--- src/rtl/dfh_walker.sv ---
// dfh_walker: walks a Device Feature Header linked list over an AXI4-lite
// read channel. Each DFH is recorded in a small table of
// {type, ver, id, 8'h0, addr20}. The walk stops on EOL or on a zero next
// offset, and aborts with an error code on a bad response, a timeout, a
// misaligned offset, an address wrap or a full table.
`timescale 1ns/1ps
module dfh_walker #(
  parameter int                    ADDR_WIDTH     = 20,
  parameter int                    DATA_WIDTH     = 64,
  parameter logic [ADDR_WIDTH-1:0] BASE_ADDR      = '0,
  parameter int                    MAX_FEAT       = 16,
  parameter int                    TIMEOUT_CYCLES = 1024
) (
  input  logic                            clk,
  input  logic                            rst_n,
  input  logic                            start,
  output logic                            busy,
  output logic                            done,
  output logic                            err,
  output logic [2:0]                      err_code,
  output logic [$clog2(MAX_FEAT+1)-1:0]   feat_count,
  input  logic [$clog2(MAX_FEAT)-1:0]     tbl_idx,
  output logic [47:0]                     tbl_entry,
  output logic [ADDR_WIDTH-1:0]           araddr,
  output logic                            arvalid,
  output logic [2:0]                      arprot,
  input  logic                            arready,
  input  logic [DATA_WIDTH-1:0]           rdata,
  input  logic [1:0]                      rresp,
  input  logic                            rvalid,
  output logic                            rready,
  output logic                            awvalid,
  output logic                            wvalid,
  output logic                            bready
);

  localparam int FC_W  = $clog2(MAX_FEAT + 1);
  localparam int IDX_W = $clog2(MAX_FEAT);
  localparam int TMO_W = $clog2(TIMEOUT_CYCLES + 1);
  localparam int OFF_W = 24;
  // One extra bit above the wider of address and offset holds the carry.
  localparam int SUM_W = ((ADDR_WIDTH > OFF_W) ? ADDR_WIDTH : OFF_W) + 1;

  localparam logic [2:0] E_NONE  = 3'd0;
  localparam logic [2:0] E_RESP  = 3'd1;
  localparam logic [2:0] E_TMO   = 3'd2;
  localparam logic [2:0] E_OVF   = 3'd3;
  localparam logic [2:0] E_ALIGN = 3'd4;
  localparam logic [2:0] E_WRAP  = 3'd5;

  typedef enum logic [2:0] {S_IDLE, S_AR, S_R, S_EVAL, S_FIN} state_t;

  state_t                  state_q, state_d;
  logic [ADDR_WIDTH-1:0]   cur_addr_q, cur_addr_d;
  logic [FC_W-1:0]         feat_count_q, feat_count_d;
  logic                    busy_q, busy_d;
  logic                    done_q, done_d;
  logic                    err_q, err_d;
  logic [2:0]              err_code_q, err_code_d;
  logic                    arvalid_q, arvalid_d;
  logic [ADDR_WIDTH-1:0]   araddr_q, araddr_d;
  logic                    rready_q, rready_d;
  logic [TMO_W-1:0]        tmo_q, tmo_d;
  logic [47:0]             tbl_entry_q, tbl_entry_d;

  // Captured DFH fields (datapath, not reset)
  logic [3:0]              dfh_type_q, dfh_type_d;
  logic [3:0]              dfh_ver_q, dfh_ver_d;
  logic [11:0]             dfh_id_q, dfh_id_d;
  logic                    dfh_eol_q, dfh_eol_d;
  logic [OFF_W-1:0]        dfh_next_q, dfh_next_d;
  logic                    resp_err_q, resp_err_d;

  logic [47:0]             tbl_mem [MAX_FEAT];
  logic                    tbl_we;
  logic [IDX_W-1:0]        tbl_widx;
  logic [47:0]             tbl_wdata;

  logic [SUM_W-1:0]        next_sum;
  logic                    next_wrap;
  logic [FC_W-1:0]         fc_inc;

  // DFH bits the walker does not interpret.
  logic                    unused_rd;
  assign unused_rd = ^{rdata[59:41], rresp[0]};

  assign busy       = busy_q;
  assign done       = done_q;
  assign err        = err_q;
  assign err_code   = err_code_q;
  assign feat_count = feat_count_q;
  assign tbl_entry  = tbl_entry_q;
  assign araddr     = araddr_q;
  assign arvalid    = arvalid_q;
  assign rready     = rready_q;
  assign arprot     = 3'b000;
  assign awvalid    = 1'b0;
  assign wvalid     = 1'b0;
  assign bready     = 1'b1;

  // Walk sequencing: next-state and next-output computation.
  always_comb begin
    state_d      = state_q;
    cur_addr_d   = cur_addr_q;
    feat_count_d = feat_count_q;
    busy_d       = busy_q;
    done_d       = done_q;
    err_d        = err_q;
    err_code_d   = err_code_q;
    arvalid_d    = arvalid_q;
    araddr_d     = araddr_q;
    rready_d     = rready_q;
    tmo_d        = tmo_q;
    tbl_entry_d  = tbl_mem[tbl_idx];
    dfh_type_d   = dfh_type_q;
    dfh_ver_d    = dfh_ver_q;
    dfh_id_d     = dfh_id_q;
    dfh_eol_d    = dfh_eol_q;
    dfh_next_d   = dfh_next_q;
    resp_err_d   = resp_err_q;
    tbl_we       = 1'b0;
    tbl_widx     = IDX_W'(feat_count_q);
    tbl_wdata    = {dfh_type_q, dfh_ver_q, dfh_id_q, 8'h00, 20'(cur_addr_q)};
    next_sum     = SUM_W'(cur_addr_q) + SUM_W'(dfh_next_q);
    next_wrap    = |next_sum[SUM_W-1:ADDR_WIDTH];
    fc_inc       = feat_count_q + FC_W'(1);

    case (state_q)
      S_IDLE: begin
        if (start) begin
          state_d      = S_AR;
          cur_addr_d   = BASE_ADDR;
          feat_count_d = '0;
          done_d       = 1'b0;
          err_d        = 1'b0;
          err_code_d   = E_NONE;
          busy_d       = 1'b1;
          arvalid_d    = 1'b1;
          araddr_d     = BASE_ADDR;
          tmo_d        = '0;
        end
      end
      S_AR: begin
        if (arvalid_q && arready) begin
          state_d   = S_R;
          arvalid_d = 1'b0;
          rready_d  = 1'b1;
          tmo_d     = tmo_q + TMO_W'(1);
        end else if (tmo_q == TMO_W'(TIMEOUT_CYCLES - 1)) begin
          state_d    = S_FIN;
          arvalid_d  = 1'b0;
          err_code_d = E_TMO;
        end else begin
          tmo_d = tmo_q + TMO_W'(1);
        end
      end
      S_R: begin
        if (rvalid && rready_q) begin
          state_d    = S_EVAL;
          rready_d   = 1'b0;
          dfh_type_d = rdata[63:60];
          dfh_ver_d  = rdata[15:12];
          dfh_id_d   = rdata[11:0];
          dfh_eol_d  = rdata[40];
          dfh_next_d = rdata[39:16];
          resp_err_d = rresp[1];
        end else if (tmo_q == TMO_W'(TIMEOUT_CYCLES - 1)) begin
          state_d    = S_FIN;
          rready_d   = 1'b0;
          err_code_d = E_TMO;
        end else begin
          tmo_d = tmo_q + TMO_W'(1);
        end
      end
      S_EVAL: begin
        state_d = S_FIN;
        if (resp_err_q) begin
          err_code_d = E_RESP;
        end else begin
          tbl_we       = 1'b1;
          feat_count_d = fc_inc;
          if (dfh_eol_q || (dfh_next_q == '0)) begin
            err_code_d = E_NONE;
          end else if (dfh_next_q[2:0] != 3'b000) begin
            err_code_d = E_ALIGN;
          end else if (next_wrap) begin
            err_code_d = E_WRAP;
          end else if (fc_inc == FC_W'(MAX_FEAT)) begin
            err_code_d = E_OVF;
          end else begin
            state_d    = S_AR;
            cur_addr_d = next_sum[ADDR_WIDTH-1:0];
            araddr_d   = next_sum[ADDR_WIDTH-1:0];
            arvalid_d  = 1'b1;
            tmo_d      = '0;
          end
        end
      end
      S_FIN: begin
        state_d = S_IDLE;
        busy_d  = 1'b0;
        if (err_code_q == E_NONE) done_d = 1'b1;
        else                      err_d  = 1'b1;
      end
      default: state_d = S_IDLE;
    endcase
  end

  // State and output registers; synchronous active-low reset on control.
  always_ff @(posedge clk) begin
    if (!rst_n) begin
      state_q      <= S_IDLE;
      cur_addr_q   <= '0;
      feat_count_q <= '0;
      busy_q       <= 1'b0;
      done_q       <= 1'b0;
      err_q        <= 1'b0;
      err_code_q   <= E_NONE;
      arvalid_q    <= 1'b0;
      araddr_q     <= '0;
      rready_q     <= 1'b0;
      tmo_q        <= '0;
      tbl_entry_q  <= '0;
    end else begin
      state_q      <= state_d;
      cur_addr_q   <= cur_addr_d;
      feat_count_q <= feat_count_d;
      busy_q       <= busy_d;
      done_q       <= done_d;
      err_q        <= err_d;
      err_code_q   <= err_code_d;
      arvalid_q    <= arvalid_d;
      araddr_q     <= araddr_d;
      rready_q     <= rready_d;
      tmo_q        <= tmo_d;
      tbl_entry_q  <= tbl_entry_d;
    end
    dfh_type_q <= dfh_type_d;
    dfh_ver_q  <= dfh_ver_d;
    dfh_id_q   <= dfh_id_d;
    dfh_eol_q  <= dfh_eol_d;
    dfh_next_q <= dfh_next_d;
    resp_err_q <= resp_err_d;
  end

  // Feature table storage; a same-cycle read sees the previous contents.
  always_ff @(posedge clk) begin
    if (tbl_we) tbl_mem[tbl_widx] <= tbl_wdata;
  end

endmodule

--- config.mk ---
export PLATFORM = sky130hd
export DESIGN_NAME = dfh_walker
export DESIGN_NICKNAME = d
export VERILOG_FILES = /design/src/rtl/dfh_walker.sv
export SDC_FILE = /design/constraint.sdc
export NUM_CORES = 1
export LEC_CHECK = 0
export ABC_AREA = 1
export CAP_MARGIN = 20
export CELL_PAD_IN_SITES_DETAIL_PLACEMENT = 1
export CELL_PAD_IN_SITES_GLOBAL_PLACEMENT = 2
export CORE_MARGIN = 4
export CORE_UTILIZATION = 41
export DETAILED_ROUTE_END_ITERATION = 7
export GPL_TIMING_DRIVEN = 0
export PLACE_DENSITY = 0.83
export SLEW_MARGIN = 20
export SYNTH_ARGS = -nofsm -noshare
export SYNTH_HDL_FRONTEND = slang
export SYNTH_SLANG_ARGS = --single-unit
--- constraint.sdc ---
create_clock -name clk -period 4.1 [get_ports clk]
set_input_delay 0.82 -clock clk [delete_from_list [all_inputs] [get_ports clk]]
set_output_delay 0.82 -clock clk [all_outputs]
set_load 0.01 [all_outputs]
==> results.cfg <==
[die]
dieHeight_um = 284
core_area_um2 = 74900
die_x_um = 284
rows = 100
io_pins = 162
start_util_pct = 41.6
die-area_um2 = 80500

[synthesis]
avgSynthCellArea_um2 = 12.1
netlist.area_leader.share_pct = 66.1
syn_inst = 2568
synth_top_area_cell = edfxtp_1
yosys_register_bits = 773
ys_warn_count = 0
synth_area_leaders = edfxtp_1, o21ai_0, dfxtp_1
syn_area_um2 = 31200
yosysSeqAreaShare_pct = 71.7
ys_types = 45

[cells_and_area]
layout_commonest_cell = edfxtp_1
area_growth_pct = 19.5
seq_area_um2 = 22300
antennaDiodeCount = 0
multi_input_area_um2 = 7750
num-nets-final = 2924
final_cell_mix = edfxtp_1, nor2_1, o21ai_0
nFillCells = 7716
finalNonFillerCells = 3859
layout-drive-gt1-share_pct = 8.06

[route]
drtPass1Iterations = 8
finalWirelength_um = 107000
final_antenna_net_count = 0
wire_per_inst_um = 27.7
drtIter0Drc = 2241
vias_per_cell = 5.87
route.detailed.drc = 0
vias = 22600

[power_and_ir_drop]
p_leak_nw = 12.6
design_power_total_mw = 17.5
peakVddDrop_v = 0.000271
power_density_nw_per_um2 = 469

[setup_path]
cpPeakStageDelay_ns = 0.78
rrSetupSlack_ns = 0.64
r2r_start = araddr[1]
worstPathCellList = clkbuf_1 -> inv_1 -> clkbuf_1 -> clkbuf_1 -> o21ai_0 -> o221ai_1 -> o211ai_1 -> a21oi_1
worst-path-buf-inv = 4
crit_path_end_kind = flip-flop
crit_type = in -> reg
crit_path_top_delay_cell = clkbuf_1
cp_num_cells = 8
path_delay_family = buffers and inverters
cp_common_cell = clkbuf_1
start_kind = primary input
required_ns = 4.60
worstPathMaxFanout = 10
rr_worst_depth = 15
r2r-end = tmo_q[9]
critical_path_arrival_ns = 3.96

[sta]
rsz0062_at_grt = no
finalHoldViolations = 0
slew_violations = 0
fin_tns_setup_ns = 0
slew_headroom_pct = 21.7
skew_ns = 0.0439
final.min_clock_period_ns = 3.46
fin_crit_sh_pct = 84.4
final-setup-viol-count = 0
tightest_slew_ns = 1.17
finalWorstSetupSlack_ns = 0.640
max_freq_ghz = 0.289

[placement]
port_buffers = 123
dp.cells = 3707
hpwl_um = 72200
place_congestion = 0.836
pre_cts_ws_ns = 0.164

[global_routing]
grt_pass1_wl_um = 156000
grt_use_total_pct = 26.0
grt_max_degree = 28
grt_pass1_vias = 24000
grt_overflow = 0
antenna_found_initial = 3

[cts]
hold_buffers = 0
tritoncts = done
numCtsBuffers = 83
clock_latency_ns = 0.66
cts.clk_slew.worst_paths_ns = 0.06
h-tree-depth = 3
cts_setup_buffers = 0
cts_resized = 0
root_buffer = clkbuf_16
clk_path_buf_depth = 3
clock_sinks = 773

[status]
outcome = finished clean

[min_path]
holdPathEnd = err
min_path_cells = 2
hold_start = err
hold_path_class = reg -> reg

[flow_run]
drv_cap = 0
[how the worst max path moves through the flow]
stage,endpoint,slack [ns],from
final,tbl_entry[19],0.64,tbl_idx[1]
after global routing,tmo_q[2],0.32,araddr[1]
after CTS,tmo_q[9],0.35,araddr[0]
after detailed placement,tbl_entry[19],0.16,tbl_idx[1]
after global placement,tmo_q[6],-2.28,rvalid
after floorplan,tmo_q[6],0.32,rvalid
[report_power, final]
group	internal (mW)	switching, mW	leakage (nW)
combinational	0.454	0.880	4.41
sequential	8.65	0.187	6.95
clock	4.12	3.17	1.29
total	13.2	4.24	12.6
[kinds of logic (layout without fill, tap and decap cells)]
| kind of cell | Yosys count | after routing | share of synthesized area (%) |
|---|---|---|---|
| fa+ha+maj | 26 | 26 | 1.07 |
| xor+xnor | 5 | 5 | 0.140 |
| flops | 773 | 773 | 71.7 |
| buf+inv | 314 | 624 | 4.05 |
| simple gates | 805 | 805 | 10.7 |
| compound gates | 643 | 643 | 12.3 |
| other cells | 2 | 14 | 0.0241 |
[tightest hold or removal path, delay by kind of cell, from the launching register on]
family / cells / cell delay (ns)
AOI/OAI and AO/OA: 1 / 0.06
buffers and inverters: 1 / 0.05
DFF: 1 / 0.32
[metrics by stage]
step / area [µm²] / util [%] / hold slack [ns]
final: 37200 / 49.7 / 0.465
after global routing: 37200 / 49.7 / 0.504
after CTS: 37200 / 49.7 / 0.470
after detailed placement: 34600 / 46.2 / 0.453
after floorplan: 31200 / - / 0.469
after global placement: 33700 / 44.9 / 0.454
[final cells by class]
class	instances	share of cell area, %
flip-flops and latches	773	60.0
multi-input cells	1493	20.8
clock buffers	109	6.00
repair buffers	158	5.53
well taps	969	3.26
plain buffers	168	1.92
inverters	146	1.47
clock inverters	43	1.03
[per-layer routing]
metal  track usage, %  up-vias  part of all wire (%)
li1                 -     9860                     -
met5                0        -                     0
met4             10.1        0                   4.1
met1             32.5    11500                    39
met2             45.2     1037                    50
met3             4.44      231                   7.2
[cell usage after synthesis (all sizes together)]
library cell    n
edfxtp        686
nand3b          2
fa              1
and3            1
nor2          430
a21oi          78
nand4          33
clkinv          1
ha             25
dfxtp          87
o22ai          47
o21ai         349
o211ai         47
inv           145
o221ai        113
o211a           1
or2             9
buf            35
o311ai          1
o31ai           1
xnor2           1
a31oi           4
nand3          77
nand2         239
conb            2
nor3           10
a211oi          2
nor4            4
clkbuf        133
xor2            4
[registers in the layout, summed over array words and instances (netlist names), 3 cells and up]
register,flops
araddr,20
dfh_id_q,12
dfh_next_q,24
dfh_type_q,4
dfh_ver_q,4
err_code,3
feat_count,5
state_q,3
tbl_entry,40
tbl_mem,640
tmo_q,11
Power figures use the tool's default switching activity.
